===== config.mk =====
export PLATFORM = sky130hd
export DESIGN_NAME = sram_arbiter
export DESIGN_NICKNAME = d
export VERILOG_FILES = /design/src/rtl/sram_arb_pkg.sv /design/src/rtl/sram_arb_pick.sv /design/src/rtl/sram_arbiter.sv
export SDC_FILE = /design/constraint.sdc
export NUM_CORES = 1
export LEC_CHECK = 0
export CAP_MARGIN = 20
export CORE_MARGIN = 5
export CORE_UTILIZATION = 45
export CTS_CLUSTER_SIZE = 20
export DETAILED_ROUTE_END_ITERATION = 12
export GPL_TIMING_DRIVEN = 0
export PLACE_DENSITY = 0.84
export SYNTH_ARGS = -nofsm -noshare
export SYNTH_HDL_FRONTEND = slang
export SYNTH_SLANG_ARGS = --single-unit

===== constraint.sdc =====
create_clock -name clk50mhz -period 5.8 [get_ports clk50mhz]
set_input_delay 0.58 -clock clk50mhz [delete_from_list [all_inputs] [get_ports clk50mhz]]
set_output_delay 0.58 -clock clk50mhz [all_outputs]
set_load 0.05 [all_outputs]

===== src/rtl/sram_arb_pkg.sv =====
// Shared definitions for the SRAM arbiter.
// - state_t: access sequencer states.
// - ADDR_W_DEF / DATA_W_DEF: default SRAM address and data widths.
// - STREAK_W: width of the video-streak counter. It must hold MAX_VID_STREAK, which is at most 255.
// - OWN_VID / OWN_HOST: encoding of which requester owns the in-flight access.
package sram_arb_pkg;

  localparam int ADDR_W_DEF = 16;
  localparam int DATA_W_DEF = 16;
  localparam int STREAK_W   = 8;

  typedef enum logic [2:0] {
    IDLE      = 3'd0,
    RD_SETUP  = 3'd1,
    RD_SAMPLE = 3'd2,
    WR_SETUP  = 3'd3,
    WR_PULSE  = 3'd4,
    WR_HOLD   = 3'd5
  } state_t;

  localparam logic OWN_VID  = 1'b0;
  localparam logic OWN_HOST = 1'b1;

  // A new access may be granted only in these states. The grant is issued in
  // the last cycle of the previous access, so back-to-back accesses need no
  // idle cycle between them.
  function automatic logic is_arb_point(input state_t s);
    return (s == IDLE) || (s == RD_SAMPLE) || (s == WR_HOLD);
  endfunction

endpackage


===== src/rtl/sram_arb_pick.sv =====
// Winner select and video-streak counter.
// Ports:
//   clk50mhz, reset_n : clock and asynchronous active-low reset
//   arb_en            : the sequencer is at an arbitration point this cycle
//   vid_req, host_req : pending requests
//   grant_vid         : combinational grant for the video requester
//   grant_host        : combinational grant for the host requester
//   streak            : video grants made while the host was waiting (registered)
module sram_arb_pick
  import sram_arb_pkg::*;
#(
  parameter int MAX_VID_STREAK = 8
) (
  input  logic                clk50mhz,
  input  logic                reset_n,
  input  logic                arb_en,
  input  logic                vid_req,
  input  logic                host_req,
  output logic                grant_vid,
  output logic                grant_host,
  output logic [STREAK_W-1:0] streak
);

  localparam logic [STREAK_W-1:0] MAX_S = STREAK_W'(MAX_VID_STREAK);

  // Video normally wins. Once the streak reaches MAX_S, a waiting host is
  // served first, so the host always gets a grant within bounded time.
  always_comb begin
    grant_vid  = 1'b0;
    grant_host = 1'b0;
    if (arb_en) begin
      if (host_req && (!vid_req || streak == MAX_S)) begin
        grant_host = 1'b1;
      end else if (vid_req) begin
        grant_vid = 1'b1;
      end
    end
  end

  // The streak counts only while the host is actually waiting. It clears
  // when the host is granted and whenever host_req is low.
  always_ff @(posedge clk50mhz or negedge reset_n) begin
    if (!reset_n) begin
      streak <= '0;
    end else if (!host_req || grant_host) begin
      streak <= '0;
    end else if (grant_vid && streak != MAX_S) begin
      streak <= streak + 1'b1;
    end
  end

endmodule


===== src/rtl/sram_arbiter.sv =====
// Shares one asynchronous 16-bit SRAM between the video fetch path and the
// host/loader port. Each access runs as a fixed setup/strobe/hold sequence.
// Ports:
//   clk50mhz, reset_n   : clock and asynchronous active-low reset
//   vid_req/vid_addr    : video read request
//   vid_ack             : one-cycle pulse, video request accepted
//   vid_rdata/vid_rvalid: video read result
//   host_req/host_we/host_addr/host_wdata : host request
//   host_ack            : one-cycle pulse, host request accepted
//   host_rdata/host_rvalid : host read result
//   sram_addr, sram_we_n, sram_oe_n : SRAM control
//   sram_dq_out, sram_dq_oe, sram_dq_in : split data pad (the tri-state buffer sits one level up)
//   dbg_state, dbg_streak : sequencer state and streak counter, for observation
//
// Handshake: a requester holds req (and its address/data) high until it sees
// ack. It must drop req in the cycle after ack. If req is still high two
// cycles after ack, it is a new request. rvalid is a one-cycle pulse with
// rdata valid in the same cycle. Reads complete in grant order, and only one
// access is in flight at a time.
module sram_arbiter
  import sram_arb_pkg::*;
#(
  parameter int ADDR_W         = ADDR_W_DEF,
  parameter int DATA_W         = DATA_W_DEF,
  parameter int MAX_VID_STREAK = 8
) (
  input  logic                clk50mhz,
  input  logic                reset_n,
  input  logic                vid_req,
  input  logic [ADDR_W-1:0]   vid_addr,
  output logic                vid_ack,
  output logic [DATA_W-1:0]   vid_rdata,
  output logic                vid_rvalid,
  input  logic                host_req,
  input  logic                host_we,
  input  logic [ADDR_W-1:0]   host_addr,
  input  logic [DATA_W-1:0]   host_wdata,
  output logic                host_ack,
  output logic [DATA_W-1:0]   host_rdata,
  output logic                host_rvalid,
  output logic [ADDR_W-1:0]   sram_addr,
  output logic                sram_we_n,
  output logic                sram_oe_n,
  output logic [DATA_W-1:0]   sram_dq_out,
  output logic                sram_dq_oe,
  input  logic [DATA_W-1:0]   sram_dq_in,
  output logic [2:0]          dbg_state,
  output logic [STREAK_W-1:0] dbg_streak
);

  state_t state;
  logic   owner;
  logic   arb_en;
  logic   grant_vid;
  logic   grant_host;
  logic   grant_wr;

  assign arb_en    = is_arb_point(state);
  assign grant_wr  = grant_host & host_we;
  assign dbg_state = state;

  sram_arb_pick #(
    .MAX_VID_STREAK(MAX_VID_STREAK)
  ) u_pick (
    .clk50mhz  (clk50mhz),
    .reset_n   (reset_n),
    .arb_en    (arb_en),
    .vid_req   (vid_req),
    .host_req  (host_req),
    .grant_vid (grant_vid),
    .grant_host(grant_host),
    .streak    (dbg_streak)
  );

  always_ff @(posedge clk50mhz or negedge reset_n) begin
    if (!reset_n) begin
      state       <= IDLE;
      owner       <= OWN_VID;
      sram_addr   <= '0;
      sram_we_n   <= 1'b1;
      sram_oe_n   <= 1'b1;
      sram_dq_out <= '0;
      sram_dq_oe  <= 1'b0;
      vid_ack     <= 1'b0;
      vid_rdata   <= '0;
      vid_rvalid  <= 1'b0;
      host_ack    <= 1'b0;
      host_rdata  <= '0;
      host_rvalid <= 1'b0;
    end else begin
      vid_ack     <= 1'b0;
      host_ack    <= 1'b0;
      vid_rvalid  <= 1'b0;
      host_rvalid <= 1'b0;

      case (state)
        RD_SETUP: begin
          state <= RD_SAMPLE;
        end
        RD_SAMPLE: begin
          // Capture the read data at the end of the second output-enable cycle.
          if (owner == OWN_HOST) begin
            host_rdata  <= sram_dq_in;
            host_rvalid <= 1'b1;
          end else begin
            vid_rdata   <= sram_dq_in;
            vid_rvalid  <= 1'b1;
          end
        end
        WR_SETUP: begin
          state      <= WR_PULSE;
          sram_we_n  <= 1'b0;
          sram_dq_oe <= 1'b1;
        end
        WR_PULSE: begin
          state     <= WR_HOLD;
          sram_we_n <= 1'b1;
        end
        default: begin
        end
      endcase

      // Arbitration overrides the state and pad controls above when it runs.
      // Address and data change only here, and we_n is high at every
      // arbitration point.
      if (arb_en) begin
        if (grant_vid || grant_host) begin
          owner     <= grant_host ? OWN_HOST : OWN_VID;
          sram_addr <= grant_host ? host_addr : vid_addr;
          vid_ack   <= grant_vid;
          host_ack  <= grant_host;
          if (grant_wr) begin
            state       <= WR_SETUP;
            sram_dq_out <= host_wdata;
            sram_oe_n   <= 1'b1;
            // Write after write: the pad is already driven and output enable is
            // already off, so drive stays on. After a read or from idle, drive
            // stays off for one cycle to turn the bus around.
            sram_dq_oe  <= (state == WR_HOLD);
          end else begin
            state      <= RD_SETUP;
            sram_oe_n  <= 1'b0;
            sram_dq_oe <= 1'b0;
          end
        end else begin
          state      <= IDLE;
          sram_oe_n  <= 1'b1;
          sram_dq_oe <= 1'b0;
        end
      end
    end
  end

endmodule


* Word-level counts from Yosys, hierarchy flattened
Cells that the tools add are included. Widths: inputs -> output; s select.
Cells by class: add/subtract/negate cells 1, equality and inequality tests 7, multiplexer cells 28, bitwise operators 2, reductions and logical operators 18
Operators by type and width (count):
- $mux 1 | 20
- $mux 16 | 1
- $mux 8 | 2
- $pmux 3 s3 | 1
- $add 8x1->8 const B | 1
- $eq 8x4->1 const B | 1
- $ne 8x4->1 const B | 1
- $eq 3x2->1 const B | 2
- $eq 3x3->1 const B | 2
- $mux 3 | 2
- $reduce_and 2->1 | 3
- $reduce_bool 2->1 | 3
- $logic_or 1x1->1 | 5
- $reduce_bool 4->1 | 1
- $eq 3x1->1 const B | 1
- $logic_not 3->1 | 1
- $reduce_and 3->1 | 1
- $logic_and 1x1->1 | 2
- $logic_not 1->1 | 2
- $mux 2 | 1
- $pmux 1 s2 | 1
- $and 1x1->1 | 1
- $not 1->1 | 1
Word-level totals: flip-flop bits (word level) 83, output and inout bits 82, logic and storage cells 70

* Longest topological paths before layout
Gate-level depths: netlist of run 1.
depth in word-level cells 9, mapped depth 9, depth with buffers taken out 6

* Modules after synthesis
From an unflattened synthesis of run 1, not the netlist that was laid out.
Unflattened totals: cells, all modules 252, area total of the unflattened synthesis 3656.0 um^2
By module, submodules not included:
- sram_arbiter | times used 1, cells each 199, area an instance 3171.8 um^2
- sram_arb_pick | times used 1, cells each 53, area an instance 484.2 um^2

* Worst setup path before layout of run 1
No wires, ideal clock.
path kind reg2reg, from register u_pick.streak[0], to register owner, library setup time 0.118 ns, data arrival time 2.097 ns, data required time 5.682 ns, setup slack 3.585 ns, stages on the path, launching flop included 10, clock period less this slack 2.215 ns, path through dfrtp_1 > inv_1 > ha_1 > nor4b_2 > a31o_2 > buf_6 > and3_1 > buf_6 > buf_6 > a21o_1
Between the ends: word-level cells in the longest chain between the ends 7, elaborated cells on any way between the ends 10, those cells by class eq/ne (1); mux (5); reduce/logical (4)
Ends and longest elaborated chain:
- start, declared | line sram_arb_pick.sv:21 | output logic [STREAK_W-1:0] streak
- start signal, assigned | line sram_arb_pick.sv:48 | streak <= streak + 1'b1;
- $eq 8x4->1 (*) | line sram_arb_pick.sv:32 | if (host_req && (!vid_req || streak == MAX_S)) begin
- $logic_or 1x1->1 (*) | line sram_arb_pick.sv:32
- $logic_and 1x1->1 (*) | line sram_arb_pick.sv:32
- $mux 1 (*) | line sram_arb_pick.sv:32
- $mux 1 (*) | line sram_arb_pick.sv:31 | if (arb_en) begin
- net grant_host | line sram_arbiter.sv:55 | logic grant_host;
- $logic_or 1x1->1 | line sram_arbiter.sv:127 | if (grant_vid || grant_host) begin
- $reduce_and 2->1 (no source line)
- end signal, assigned | line sram_arbiter.sv:128 | owner <= grant_host ? OWN_HOST : OWN_VID;
- end, declared | line sram_arbiter.sv:52 | logic owner;
Mark *: on every way through the listed nets, which the timed path passes. The rest lies on a longest branch. A chain may end at the register's enable or synchronous reset.

* Worst setup path in the final report of run 1
from register sram_we_n, to output sram_we_n
RTL lines:
- start, declared | line sram_arbiter.sv:42 | output logic sram_we_n,
- start signal, assigned | line sram_arbiter.sv:80 | sram_we_n <= 1'b1;
- start signal, assigned | line sram_arbiter.sv:112 | sram_we_n <= 1'b0;
- start signal, assigned | line sram_arbiter.sv:117 | sram_we_n <= 1'b1;
No word-level cell between the ends.

==> impl_metrics.json, run 1 <==
{
  "drt_first_pass_iters": 4,
  "fin_crit_sh": 0.3960,
  "dp_slack_ns": 3.245,
  "die_w_um": 99.67,
  "setup_viol": 0,
  "syn2layout_area_growth_pct": 50.38,
  "avgViaCountPerCell": 5.137,
  "finalPower_w": 0.003479,
  "first_iter_violations": 78,
  "critPathTopFamily": "buffers and inverters",
  "max-cap-violations": 0,
  "peakVddDrop_mv": 0.4117,
  "p_per_area_nw_per_um2": 639.3,
  "synth-edff-count": 0,
  "synth_top_area_frac": 0.5602,
  "crit_slowest_cell": "clkdlybuf4s50_1",
  "hold_violations": 0,
  "place.port_buffers": 150,
  "final.min_clock_period_ns": 2.297,
  "root_buffer": "clkbuf_8",
  "ys_ff_latch": 83,
  "numCtsBuffers": 9,
  "cts_buffer_depth": 2,
  "layoutNonFillerInstCount": 563,
  "dp_cells": 547,
  "die_h_um": 99.67,
  "cts_sinks": 83,
  "layout.nets": 527,
  "via_count": 2892,
  "layout_setup_ws_ns": 3.503,
  "startpoint_type": "flop",
  "hold_buffers": 0,
  "final_layout_size_suffix_gt1_frac": 0.2017,
  "ctsResizeCount": 0,
  "drc": 0,
  "cts_setup_buffers": 0,
  "ioPinCount": 151,
  "htreeDepth": 3,
  "drt-total-wl_mm": 9.249,
  "synth_cells": 294,
  "gp_congestion": 0.8340,
  "synth_ff_type": "dfrtp_1",
  "critPathMaxStageDelay_ns": 0.83,
  "critical_path_required_ns": 5.22,
  "postSynthNetCount": 365,
  "start_util": 0.4659,
  "crit_arrival_ns": 1.72,
  "rows": 32,
  "p_leak_nw": 2.267,
  "finalClockSkew_ns": 0.01016,
  "yosys.area.top_type": "dfrtp_1",
  "n_fill_cell": 613,
  "syn_area_um2": 3618,
  "clock_latency_ns": 0.34,
  "core_area_um2": 7767,
  "dp_hpwl_mm": 7.060,
  "seq_area_frac_synth": 0.5747,
  "hold_path.class": "input pin to async pin",
  "path_clk_slew_ns": 0.08,
  "status": "finished clean",
  "fin_area_um2": 5441,
  "worstReg2RegStart": "u_pick.streak[0]$_DFFE_PN0P_",
  "crit_start": "sram_we_n$_DFFE_PN1N_",
  "syn-mean-instance-area_um2": 12.31,
  "synthTopCellsByArea": "dfrtp_1, mux2_2, nand2_1",
  "track_usage": 0.1924,
  "grt_pass1_vias": 3028,
  "crit_buf_inv": 1,
  "fp.dieArea_um2": 9934,
  "antenna_left": 0,
  "max_slew.worst_pin.slew_ns": 0.6448,
  "avgRoutedWirePerCell_um": 16.43,
  "setup_tns_ns": 0,
  "placed_cell_area_um2": 5265,
  "crit_type": "flop to output pin",
  "crit_path_max_fanout": 3,
  "n_antenna_cell": 0,
  "cts_tree": "done",
  "slew_violations": 0,
  "slew_headroom": 0.5701,
  "rsz0062_at_grt": "false",
  "worstPathCellList": "clkdlybuf4s50_1",
  "grt_max_degree": 46,
  "grt-ovfl-total": 0,
  "ys_warn_count": 0,
  "grt_pass1_wl_mm": 15.36,
  "clock.fmax_mhz": 435.4,
  "antenna_found_initial": 0,
  "ys_types": 44,
  "endpoint_kind": "output pin",
  "synthArstFlopShare": 1.000
}
[synth_stat cells (2+ instances only)]
library cell,instances
dfstp_2,2
o211ai_1,17
nor2_2,2
buf_4,3
buf_6,7
nor2_1,8
nand2_1,40
o21ai_0,6
xnor2_1,2
mux2_2,41
and3_1,3
or3_1,3
a21oi_1,10
buf_2,4
nand3_1,20
inv_1,6
a211oi_1,2
ha_1,2
mux2_4,7
clkbuf_1,3
nand2b_1,2
or4_1,2
dfrtp_1,81
[metrics by stage]
stage	hold WS [ns]	utilization
finish	0.1995	0.7005
global route	0.2345	0.7005
CTS	0.2079	0.7005
detailed placement	0.4612	0.6778
global placement	0.4554	0.6756
floorplan	0.2844	-
[area by class of cell]
type,count,area (um^2),share of cell area
inverters,6,22.52,0.004139
well taps,102,127.6,0.02345
flip-flops and latches,83,2079,0.3822
plain buffers,17,132.6,0.02437
multi-input cells,188,1384,0.2543
clock inverters,7,52.55,0.009657
repair buffers,151,1519,0.2791
clock buffers,9,123.9,0.02276
[kinds of logic (layout without fill, tap and decap cells)]
logic type      after synthesis  in the layout  share of synthesized area
buf+inv                      23            190                    0.04288
xor+xnor                      2              2                   0.004842
compound gates               46             46                    0.08679
mux                          48             48                     0.1566
flops                        83             83                     0.5747
simple gates                 90             90                     0.1272
fa+ha+maj                     2              2                   0.006915
[metal layers]
| layer | track usage | up-vias | routed length, um |
|---|---|---|---|
| li1 | - | 1361 | - |
| met1 | 0.2462 | 1398 | 3852 |
| met2 | 0.3155 | 124 | 4526 |
| met3 | 0.05680 | 9 | 798 |
| met4 | 0.05777 | 0 | 71 |
| met5 | 0 | - | 0 |
[flip-flops by register name, summed over array words and instances (netlist names)]
register and flops:
host_rdata 16, sram_addr 16, sram_dq_out 16, vid_rdata 16
u_pick.streak 8, dbg_state 3, host_ack 1, host_rvalid 1
owner 1, sram_dq_oe 1, sram_oe_n 1, sram_we_n 1
vid_ack 1, vid_rvalid 1
[path summary, 6_finish.rpt]
| path | end | slack, ns | cells after the start |
|---|---|---|---|
| setup / recovery | sram_we_n | 3.50 | 1 |
| hold / removal | sram_addr[2]$_DFFE_PN0P_ | 0.20 | 1 |
| setup reg to reg | u_pick.streak[7]$_DFFE_PN0P_ | 3.68 | 9 |
| hold reg to reg | sram_we_n$_DFFE_PN1N_ | 0.47 | 2 |
| max in group asynchronous | sram_we_n$_DFFE_PN1N_ | 4.92 | 2 |
| min in group clk50mhz | sram_we_n$_DFFE_PN1N_ | 0.47 | 2 |
[placed cells by master, fill, tap and decap left out, drive strengths merged, types with 2 or more instances in the layout]
cell	n
xnor2	2
nand2	41
clkinv	2
buf	16
a21oi	11
or3	3
nand2b	2
and3	3
mux2	48
or4	2
clkinvlp	4
dfstp	2
ha	2
nand3	20
a211oi	2
o211ai	17
o21ai	7
clkdlybuf4s50	149
nand4	2
dfrtp	81
clkbuf	12
inv	7
nor2	10
[power by group]
group / switching (W) / internal, W
Combinational: 0.00135 / 0.000778
Sequential: 0.000142 / 0.000845
Clock: 0.000208 / 0.000157
Note: power is estimated with default switching activity, not from simulation.
==> run 2, diff against run 1 <==
Settings changed: CORE_UTILIZATION 45 to 39, PLACE_DENSITY 0.84 to 0.77.
Clock period 5.8 ns to 1.99 ns, I/O delays scaled along.
==> impl_metrics.json, run 2 (synthesized netlist as in run 1, its figures left out) <==
{
  "grt_pass1_wl_mm": 15.75,
  "p_sw_w": 0.004954,
  "layout_setup_ws_ns": 0.09220,
  "p_per_area_nw_per_um2": 1858,
  "p_sw_frac": 0.4805,
  "drc": 0,
  "max_slew.worst_pin.slew_ns": 0.5424,
  "place.port_buffers": 150,
  "track_usage": 0.1710,
  "path_clk_slew_ns": 0.08,
  "p_int_w": 0.005356,
  "critPathTopFamily": "buffers and inverters",
  "rsz0062_at_grt": "false",
  "critPathMaxStageDelay_ns": 0.82,
  "p_seq_frac": 0.279,
  "crit_buf_inv": 1,
  "p_clk_frac": 0.112,
  "cts_tree": "done",
  "clock.fmax_mhz": 526.9,
  "slew_violations": 0,
  "startpoint_type": "flop",
  "gp_congestion": 0.7777,
  "avgRoutedWirePerCell_um": 16.47,
  "final_layout_size_suffix_gt1_frac": 0.2215,
  "syn2layout_area_growth_pct": 53.39,
  "setup_viol": 0,
  "endpoint_kind": "output pin",
  "post-route-util": 0.6064,
  "finalClockSkew_ns": 0.01582,
  "max-cap-violations": 0,
  "hold_path.class": "input pin to async pin",
  "die_w_um": 106.3,
  "cts_buffer_depth": 2,
  "drt_first_pass_iters": 4,
  "grt-ovfl-total": 0,
  "start_util": 0.3954,
  "htreeDepth": 3,
  "grt_pass1_vias": 3081,
  "cp_num_cells": 1,
  "via_count": 2908,
  "final.min_clock_period_ns": 1.898,
  "reg2reg_depth": 8,
  "avgViaCountPerCell": 5.049,
  "crit_type": "flop to output pin",
  "layout_commonest_cell": "clkdlybuf4s50_1",
  "n_antenna_cell": 0,
  "clock_latency_ns": 0.34,
  "slew_headroom": 0.6372,
  "first_iter_violations": 91,
  "crit_arrival_ns": 1.70,
  "layoutNonFillerInstCount": 576,
  "rows": 35,
  "peakVddDrop_mv": 0.8481,
  "die_h_um": 106.3,
  "dp_cells": 556,
  "antenna_left": 0,
  "crit_path_max_fanout": 2,
  "status": "finished clean",
  "antenna_found_initial": 0,
  "p_leak_nw": 2.322,
  "worstPathCellList": "clkdlybuf4s50_1",
  "critical_path_required_ns": 1.79,
  "layout.nets": 532,
  "final_cell_mix": "clkdlybuf4s50_1, dfrtp_1, mux2_2, nand2_1, nand3_1",
  "cts_sinks": 83,
  "pwr-share-comb": 0.609,
  "ioPinCount": 151,
  "core_area_um2": 9153,
  "hold_violations": 0,
  "root_buffer": "clkbuf_8",
  "grt_max_degree": 46,
  "fin_crit_sh": 0.9537,
  "fp.dieArea_um2": 11310,
  "crit_slowest_cell": "clkdlybuf4s50_1",
  "numCtsBuffers": 9,
  "dp_slack_ns": -0.2400,
  "dp_hpwl_mm": 6.992,
  "drt-total-wl_mm": 9.485
}
[run 2: changes by cell type in the layout (fill, tap and decap cells not counted), moves of 2 or more]
cell / delta
buf_4: +6
buf_6: -2
clkinvlp_4: -4
dfrtp_1: -3
dfrtp_2: +3
inv_1: -2
inv_2: +2
[run 2: metal layers]
layer	up-vias	GRT usage	part of all wire
met5	-	0	0
met4	0	0.04440	0.0084
met3	7	0.04857	0.076
li1	1377	-	-
met1	1421	0.2248	0.44
met2	103	0.2778	0.48
[run 2: layout make-up]
cell class              count  area (um^2)
inverters                   6        22.52
clock buffers              11        131.4
flip-flops and latches     83         2083
well taps                 111        138.9
clock inverters             4        52.55
repair buffers            158         1582
multi-input cells         188         1419
plain buffers              15        121.4
fillers                   742         3602
[run 2: final timing paths]
path,from,slack (ns),end
max reg2reg,u_pick.streak[1]$_DFFE_PN0P_,0.14,sram_dq_out[7]$_DFFE_PN0P_
max,sram_oe_n$_DFFE_PN1P_,0.09,sram_oe_n
min,reset_n,0.38,sram_dq_out[4]$_DFFE_PN0P_
min in group clk50mhz,vid_addr[5],0.42,sram_addr[5]$_DFFE_PN0P_
min reg2reg,sram_we_n$_DFFE_PN1N_,0.48,sram_we_n$_DFFE_PN1N_
max in group asynchronous,reset_n,0.96,sram_oe_n$_DFFE_PN1P_
[run 2: through the flow]
| stage | total power, W | setup TNS [ns] | hold WS, ns | instance area (um^2) |
|---|---|---|---|---|
| 3_5_place_dp | 0.009172 | -3.179 | 0.2092 | 5304 |
| 4_1_cts | 0.01039 | 0 | 0.3833 | 5525 |
| 5_1_grt | 0.01085 | 0 | 0.4231 | 5550 |
| 2_1_floorplan | 0.007032 | 0 | -0.09659 | 3638 |
| 6_report | 0.01031 | 0 | 0.3788 | 5550 |
| 3_3_place_gp | 0.009052 | -184.58 | 0.4594 | 5279 |
[run 2: power by group through the flow]
stage	Sequential [W]	Clock [W]	Combinational, W
after CTS	0.00290	0.00120	0.00629
after floorplan	0.00550	0	0.00153
after global routing	0.00298	0.00128	0.00659
final	0.00288	0.00116	0.00627
after detailed placement	0.00291	0	0.00626
after global placement	0.00288	0	0.00617
[run 2: timing repair]
action,in CTS,in global routing
resized for setup,3,2
hold buffers,1,0
setup endpoints to repair,27,43
gates cloned,0,0
buffers inserted,2,4
hold endpoints to repair,38,0
pin swaps,2,2
==> RTL change (config.mk and constraints of run 2) <==
Set the package constant `DATA_W_DEF` to 32 (it was 16).
--- a/src/rtl/sram_arb_pkg.sv
+++ b/src/rtl/sram_arb_pkg.sv
@@ -6,7 +6,7 @@
 package sram_arb_pkg;
 
   localparam int ADDR_W_DEF = 16;
-  localparam int DATA_W_DEF = 16;
+  localparam int DATA_W_DEF = 32;
   localparam int STREAK_W   = 8;
 
   typedef enum logic [2:0] {
Interface: changed (5 resized); port bits go from 151 to 231. No check against the original RTL was run, so the function may have changed too.
==> RTL change against run 2 <==
  * Routed wire length increased by 58%
  * Final area increased by 59%
  * Utilization increased by 2.5 points
  * Critical endpoint is now sram_dq_out[4]
  * Clock skew decreased by 0.0073 ns
  * Worst setup slack got worse by 0.076 ns
  * Sequential cell count increased by 48
  * Area after synthesis increased by 54%
  * Largest power group unchanged
  * Total power increased by 71%
==> RTL change: results (changes against run 2) <==
The flow ran to the end, and the final reports show no timing, DRC or antenna violations. The final wirelength came out at 15.0 mm (+58%). The diode insertion count for antenna repair is 0 (unchanged). The pin count of the biggest net entering global routing came out at 78 (+70%).

The largest clock skew in the final design is 0.00850 ns (-0.00732 ns). The slowest cell on the critical path is sky130_fd_sc_hd__dfrtp_2. The leakage dissipation is 3.81 nW (+64%). The port buffer count came out at 229 (+53%). On the critical path the largest part of the delay comes from simple AND/OR/NAND/NOR gates. The clock latency at the later pin of the worst-skew pair came to 0.42 ns (+0.08 ns).

The via count of the first global-routing pass is 4,551 (+48%). The data arrival at the endpoint of the critical path came to 2.27 ns (+0.57 ns). The path category of the worst min-delay check is in2reg.

The pre-CTS setup slack is -0.0522 ns (+0.188 ns). The post-synth net total came out at 497 (+36%). The number of warnings issued by yosys was 0 (unchanged). The worst vdd rail ir drop was 733 µV (-14%).

The cell count after synthesis is 394 (+34%). The maximum fanout along the worst path came out at 10 (+8). The post-detailed-placement half-perimeter wirelength came out at 11.1 mm (+59%). The clock buffer count from CTS came to 17 (+8). The total via count in the routed design came out at 4,185 (+44%). The count of cell types in the netlist is 50 (+14%). The global-route wire length before repair came out at 24.0 mm (+52%). The share of the yosys chip area belonging to registers is 58.8% (+1.3 points).

The number of DRC markers in iteration 0 is 187 (+110%). The share of flip-flops with an asynchronous set or reset after synthesis is 100% (unchanged). The maximum cell stage delay along the critical path is 0.40 ns (-0.42 ns).

The largest registers in the layout are host_rdata: 32 flops, sram_dq_out: 32 flops, vid_rdata: 32 flops. The routed wirelength normalized by instance count is 17.9 µm (+8.6%). The all-layer global routing usage came out at 18.4% (+1.3 points). The area of placed instances is 8150 µm² (+54%). The first-pass detailed-route iteration total came to 4 (unchanged). By count the netlist is led by sky130_fd_sc_hd__dfrtp_1 (129), sky130_fd_sc_hd__mux2_2 (69), sky130_fd_sc_hd__mux2_4 (27). The clock transition at the registers of the reported paths is 0.05 ns (-0.03 ns).

The relative max-transition margin is 62.1% (-1.6 points). Sorting the synthesized cells by area gives the leading types as sky130_fd_sc_hd__dfrtp_1 (58%), sky130_fd_sc_hd__mux2_2 (14%), sky130_fd_sc_hd__mux2_4 (7.3%), sky130_fd_sc_hd__o311ai_2 (2.0%), sky130_fd_sc_hd__nand2_1 (1.7%). The maximum level of the CTS H-tree was 4 (+1). The cell total after placement came out at 804 (+45%). The fraction of layout instances using a drive strength above 1 came out at 27.1% (+4.9 points).

The final weighted congestion in routability-driven placement came to 0.855 (+10%). CTS placed an instance of sky130_fd_sc_hd__clkbuf_16 at the clock tree root. The number of antenna violations at the first check in global routing came out at 0 (unchanged).

The number of nets in the final layout is 751 (+41%). The number of buffers between clock root and the deepest sink came out at 2 (unchanged).
==> RTL change: cell types whose count changed after synthesis, sizes merged, moves of 4 or more <==
cell	run 2	this run
dfrtp	81	129
mux2	48	96
nand2	41	25
o311ai	0	16
o211ai	17	2
inv	6	20
buf	14	21
a21oi	11	7
==> RTL change: what timing repair did <==
item / CTS / global route
setup endpoints to repair: 31 / 107
hold buffers: 1 / 0
pin swaps: 1 / 1
hold endpoints to repair: 54 / 0
setup buffers: 4 / 1
gates resized for setup: 2 / 23
==> RTL change: worst paths after layout <==
path	startpoint	endpoint	slack [ns]	cells after the start
max in group asynchronous	reset_n	host_rdata[9]	0.91	3
min	host_req	vid_ack	0.05	2
max reg2reg	u_pick.streak[1]	sram_dq_out[4]	0.02	7
min reg2reg	sram_we_n	sram_we_n	0.47	2
max	u_pick.streak[1]	sram_dq_out[4]	0.02	7
min in group asynchronous	reset_n	sram_addr[0]	0.30	2
==> RTL change: cell families after synthesis <==
group	count (synthesis)	share of synthesized area (%)
mux	96	21.2
xor+xnor	2	0.314
buf+inv	45	5.27
fa+ha+maj	2	0.448
compound gates	44	6.88
simple gates	74	7.13
flops	131	58.8
==> RTL change: layer usage <==
layer	share of wire [%]	up-vias	track usage (%)
met2	50	177	30.9
met1	40	2078	21.4
li1	-	1907	-
met5	0	-	0
met3	8.7	23	7.09
met4	1.6	0	6.60
==> RTL change: area by class of cell <==
class | count | area (µm²)
Fill cell | 1028 | 5130
Sequential cell | 131 | 3280
Timing Repair Buffer | 236 | 2390
Multi-Input combinational cell | 218 | 2050
Clock buffer | 27 | 503
Tap cell | 180 | 225
Buffer | 24 | 223
Inverter | 20 | 75.1
Clock inverter | 5 | 52.6
==> RTL change: worst reg2reg max path, cell delays in order (launching register included) <==
cell and delay (ns):
sky130_fd_sc_hd__dfrtp_2 0.40, sky130_fd_sc_hd__inv_2 0.07, sky130_fd_sc_hd__ha_4 0.13, sky130_fd_sc_hd__nor4b_4 0.19, sky130_fd_sc_hd__a31o_1 0.23, sky130_fd_sc_hd__and4_4 0.34
sky130_fd_sc_hd__buf_12 0.18, sky130_fd_sc_hd__mux2_4 0.31
==> RTL change: power breakdown <==
| part | internal (W) | switching, W | total [W] |
|---|---|---|---|
| registers | 0.00395 | 0.000684 | 0.00464 |
| clock network | 0.00184 | 0.00107 | 0.00292 |
| logic | 0.00383 | 0.00630 | 0.0101 |
| total | 0.00963 | 0.00805 | 0.0177 |
